$ cat src/rtl/mips_pkg.sv
// Shared MIPS datapath constants: register file geometry and the
// architecturally special register indices used by the RegDst mux
// (rt/rd/ra select) and the control unit.
package mips_pkg;

  localparam int DATA_W     = 32;
  localparam int REG_ADDR_W = 5;
  localparam int NUM_REGS   = 32;

  localparam logic [REG_ADDR_W-1:0] REG_ZERO = 5'd0;
  localparam logic [REG_ADDR_W-1:0] REG_SP   = 5'd29;
  localparam logic [REG_ADDR_W-1:0] REG_RA   = 5'd31;

endpackage

$ cat src/rtl/mips_reg_file_rf_read_port.sv
// One combinational read port of the register file: index mux over the
// register view, hard zero for index 0, and an optional same-cycle bypass
// of the data being written.
module rf_read_port #(
  parameter int DATA_W    = 32,
  parameter int ADDR_W    = 5,
  parameter bit BYPASS_EN = 1'b0
) (
  input  logic [DATA_W-1:0] regs [2**ADDR_W],
  input  logic [ADDR_W-1:0] addr,
  input  logic              reg_write,
  input  logic [ADDR_W-1:0] write_reg,
  input  logic [DATA_W-1:0] write_data,
  output logic [DATA_W-1:0] data
);

  import mips_pkg::*;

  localparam logic [ADDR_W-1:0] ZERO_IDX = ADDR_W'(REG_ZERO);

  logic hit;

  // Bypass only applies to real writes to a non-zero register.
  assign hit = BYPASS_EN && reg_write && (write_reg == addr) && (addr != ZERO_IDX);

  // Select: zero register first, then bypass, then stored contents.
  always_comb begin
    data = '0;
    if (addr == ZERO_IDX) begin
      data = '0;
    end else if (hit) begin
      data = write_data;
    end else begin
      data = regs[addr];
    end
  end

endmodule

$ cat src/rtl/mips_reg_file.sv
// 32 x 32-bit MIPS general-purpose register file: two combinational read
// ports, one debug read port and one synchronous write port. Register 0 is
// never stored; it reads as zero everywhere.
module mips_reg_file #(
  parameter int DATA_W    = 32,
  parameter int ADDR_W    = 5,
  parameter bit BYPASS_EN = 1'b0
) (
  input  logic              clk,
  input  logic              reset,
  input  logic              reg_write,
  input  logic [ADDR_W-1:0] write_reg,
  input  logic [DATA_W-1:0] write_data,
  input  logic [ADDR_W-1:0] read_reg_a,
  input  logic [ADDR_W-1:0] read_reg_b,
  output logic [DATA_W-1:0] read_data_a,
  output logic [DATA_W-1:0] read_data_b,
  input  logic [ADDR_W-1:0] dbg_addr,
  output logic [DATA_W-1:0] dbg_data
);

  localparam int DEPTH = 2**ADDR_W;

  // Storage for registers 1..DEPTH-1 only; index 0 has no flops.
  logic [DATA_W-1:0] mem  [1:DEPTH-1];
  // Full-width read view with a constant zero in slot 0.
  logic [DATA_W-1:0] view [DEPTH];

  // Write port: reset clears everything asynchronously and wins over a
  // write; each register compares its own index so an unknown index with
  // reg_write low can never reach any register.
  always_ff @(posedge clk or posedge reset) begin
    if (reset) begin
      for (int i = 1; i < DEPTH; i++) begin
        mem[i] <= '0;
      end
    end else begin
      for (int i = 1; i < DEPTH; i++) begin
        if (reg_write && (write_reg == ADDR_W'(i))) begin
          mem[i] <= write_data;
        end
      end
    end
  end

  // Build the read view seen by all ports.
  always_comb begin
    view[0] = '0;
    for (int i = 1; i < DEPTH; i++) begin
      view[i] = mem[i];
    end
  end

  rf_read_port #(
    .DATA_W   (DATA_W),
    .ADDR_W   (ADDR_W),
    .BYPASS_EN(BYPASS_EN)
  ) u_port_a (
    .regs      (view),
    .addr      (read_reg_a),
    .reg_write (reg_write),
    .write_reg (write_reg),
    .write_data(write_data),
    .data      (read_data_a)
  );

  rf_read_port #(
    .DATA_W   (DATA_W),
    .ADDR_W   (ADDR_W),
    .BYPASS_EN(BYPASS_EN)
  ) u_port_b (
    .regs      (view),
    .addr      (read_reg_b),
    .reg_write (reg_write),
    .write_reg (write_reg),
    .write_data(write_data),
    .data      (read_data_b)
  );

  // Debug port always shows the committed contents, never the bypass.
  rf_read_port #(
    .DATA_W   (DATA_W),
    .ADDR_W   (ADDR_W),
    .BYPASS_EN(1'b0)
  ) u_port_dbg (
    .regs      (view),
    .addr      (dbg_addr),
    .reg_write (reg_write),
    .write_reg (write_reg),
    .write_data(write_data),
    .data      (dbg_data)
  );

endmodule

$ cat config.mk
export PLATFORM = sky130hd
export DESIGN_NAME = mips_reg_file
export DESIGN_NICKNAME = d
export VERILOG_FILES = /design/src/rtl/mips_pkg.sv /design/src/rtl/mips_reg_file_rf_read_port.sv /design/src/rtl/mips_reg_file.sv
export SDC_FILE = /design/constraint.sdc
export NUM_CORES = 2
export LEC_CHECK = 0
export CORE_AREA = 2 2 372 263
export DETAILED_ROUTE_END_ITERATION = 7
export DIE_AREA = 0 0 374 265
export DONT_BUFFER_PORTS = 1
export GPL_TIMING_DRIVEN = 0
export HOLD_SLACK_MARGIN = 0.03
export MAX_ROUTING_LAYER = met4
export PLACE_DENSITY_LB_ADDON = 0.05
export SLEW_MARGIN = 20
export SYNTH_ARGS = -nofsm -noshare
export SYNTH_HDL_FRONTEND = slang
export SYNTH_SLANG_ARGS = --single-unit
$ cat constraint.sdc
create_clock -name clk -period 35.4 [get_ports clk]
set_clock_uncertainty 0.15 [all_clocks]
set_input_delay 0 -clock clk [delete_from_list [all_inputs] [get_ports clk]]
set_output_delay 0 -clock clk [all_outputs]
set_load 0.005 [all_outputs]
==> metrics.md <==
| Metric | Value |
|---|---|
| Status | finished with violations |
| Failing checks | DRC |
| Reg with most FFs | mem |
| Final hold violations | 0 |
| Detailed Place HPWL | 196000 um |
| Root buffer cell | clkbuf_16 |
| Vias in the first global route | 46416 |
| Commonest cells post-synth | mux2_2, dfrtp_1, mux4_2 |
| GRT Max-Usage Layer | met1 |
| GR Layer Usage met3 | 41.0% |
| Synth unique cells | 40 |
| Via density | 7.88 |
| Mapped cell area | 61600 um2 |
| Htree depth | 3 |
| RR Startpoint | mem[343] |
| Maximum vdd drop | 0.0576 mV |
| Tcrit/Tclk final | 12.1% |
| Area Growth Syn to Fin | 10.3% |
| Core box area | 95400 um2 |
| Synth warn | 0 |
| First-pass GRT wire length | 360000 um |
| Pre-CTS setup slack | 31.78 ns |
| Initial Util | 64.6% |
| Postcts setup bufs | 0 |
| Port-buffer cells | 0 |
| DRT iter0 DRCs | 9468 |
| Final Setup Violations | 0 |
| FF+latch count, synth | 992 |
| R2R Path End | mem[343] |
| WHS Endpoint | mem[384] |
| Routing usage on met2 | 63.9% |
| # DRC | 17 |
| CP Data Required Time | 35.25 ns |
| Number of flip-flops in the largest register | 992 |
| Num rows | 95 |
| Post-synth EDFFs | 0 |
| CTS buffer count | 101 |
| 1st-pass router iterations | 8 |
| CTS clk-pin slew, worst paths | 0.06 ns |
| Dpl cells | 5999 |
| Num Clock Sinks | 992 |
| Share of layout cells above drive strength 1 | 41.0% |
| Syn avg cell area | 13.0 um2 |
| Final worst slack | 31.11 ns |
| Chip width | 374 um |
| Hold path start | write_data[0] |
| Die area | 99100 um2 |
| LEAKAGE | 28.9 nW |
| Initial antenna violation count | 24 |
| ANT nets after route | 0 |
| CTS tree | yes |
| Skew-Pair Late Insertion Delay | 0.75 ns |
| Power Dens Cells | 56.4 nW/um2 |
| Maxcap violations | 0 |
| Area share of the largest cell type after synthesis | 40.3% |
| Routed len/inst | 41.5 um |
| IO Pins | 151 |
| Height of the die | 265 um |
| Asr flop ratio synth | 100% |
| Crit path kind | in2out |
| Reg2Reg Depth | 2 |
| Tot Pwr | 3.83 mW |
| Gpl congestion | 1.11 |
| Largest net degree at the start of global routing | 110 |
| Critical Path Sink Type | output port |
| Primary FF master, synth | dfrtp_1 |
| Post-synth net total | 4781 |
| Crit start category | input pin |
| Vias | 49618 |
| Slew Viols, Final | 0 |
| Worst Path Arrival | 4.14 ns |
| Largest regs | mem (992) |
| Clk buf depth | 3 |
| Area leader, netlist | dfrtp_1 |
| RSZ-0062 raised after global routing | false |
| Final WL | 261000 um |
| All-Layer GR Usage | 54.2% |
| Worst Hold Depth | 2 |
| GRT Residual Overflow | 0 |
| R2r setup slk | 33.81 ns |
| HP Class | in2reg |
| Critical Path Fanout Max | 10 |
| Nets | 4972 |
| Minimum clock period | 4.29 ns |
| Top cells by area, synth | dfrtp_1, mux2_2, mux4_2, mux2i_1, nand2_1 |
| Grt met1 use | 70.4% |
| Mapped Cells | 4726 |
| Sequential share of the synthesized area | 40.3% |
| Slew @ Worst Pin | 1.38 ns |
| Top-count cell post-synth | mux2_2 |
| Non-Filler Instances | 6297 |
| Slew Limit Headroom | 8.26% |
| Max Fclk | 233 MHz |
logic make-up (layout without fill, tap and decap cells):
group	Yosys count	count (layout)	synth area share, %
other cells	0	36	0
simple gates	722	722	5.27
mux	1950	1950	45.2
buf+inv	526	800	3.60
compound gates	536	536	5.71
flops	992	992	40.3
critical path, stage by stage:
cell and delay (ns):
buf_6 0.21, buf_2 0.49, buf_2 0.68, buf_2 0.62
mux4_2 0.39, mux2i_1 0.82, o32a_1 0.42, o221ai_1 0.47
layout make-up:
type / instances / area [um2]
fillers: 6756 / 27500
clock buffers: 142 / 2890
inverters: 3 / 18.8
plain buffers: 523 / 2220
flip-flops and latches: 992 / 24800
well taps: 1261 / 1580
clock inverters: 44 / 604
multi-input cells: 3208 / 34600
diodes: 36 / 90.1
repair buffers: 88 / 1090
stage by stage:
step	TNS (ns)	utilization (%)	cell area, um2	hold slack, ns
6_report	0	71.2	68000	0.0952
5_1_grt	0	71.2	67900	0.0823
4_1_cts	0	71.1	67800	0.0480
3_5_place_dp	0	66.6	63600	-0.179
3_3_place_gp	-3641.86	66.2	63200	0.00267
2_1_floorplan	0	-	61600	0.00166
how the worst max path moves through the flow:
stage | start | endpoint | slack (ns)
2_1_floorplan | reset | mem[0] | 7.34
3_3_place_gp | reset | mem[858] | -3.83
3_5_place_dp | dbg_addr[0] | dbg_data[13] | 31.78
4_1_cts | dbg_addr[0] | dbg_data[13] | 31.77
5_1_grt | dbg_addr[0] | dbg_data[30] | 31.41
6_report | dbg_addr[0] | dbg_data[15] | 31.11
layout by cell type, fill, tap and decap left out, types with 20 or more instances in the layout:
master	netlist	final
clkbuf_1	279	294
nand2_1	343	343
buf_2	150	150
o22ai_1	30	30
clkinv_2	0	20
nor3_1	85	75
nor2_1	94	94
mux4_2	550	550
o211ai_1	62	62
o21ai_0	62	60
a21oi_1	205	205
nand3_1	69	69
clkbuf_16	0	102
dlygate4sd3_1	0	75
nor2b_1	103	103
diode_2	0	36
dfrtp_1	992	992
mux2_2	1139	1139
a221oi_1	93	93
buf_1	81	81
mux2i_1	253	253
where the power goes:
group / total (mW) / switching, mW / internal [mW]
logic: 1.06 / 0.535 / 0.526
clock network: 1.17 / 0.510 / 0.659
registers: 1.60 / 0.248 / 1.36
total: 3.83 / 1.29 / 2.54
routing by layer:
metal / vias up / wire length, um / share of wire (%)
met5: - / 0 / 0
met4: 0 / 10000 / 3.8
met3: 757 / 57700 / 22
met2: 4687 / 97700 / 37
met1: 25586 / 95600 / 37
li1: 18588 / - / -
repair_timing:
action	CTS	global route
hold endpoints to repair	1519	0
hold buffers	76	0
gates resized for setup	0	0
Note: power is estimated with default switching activity, not from simulation.
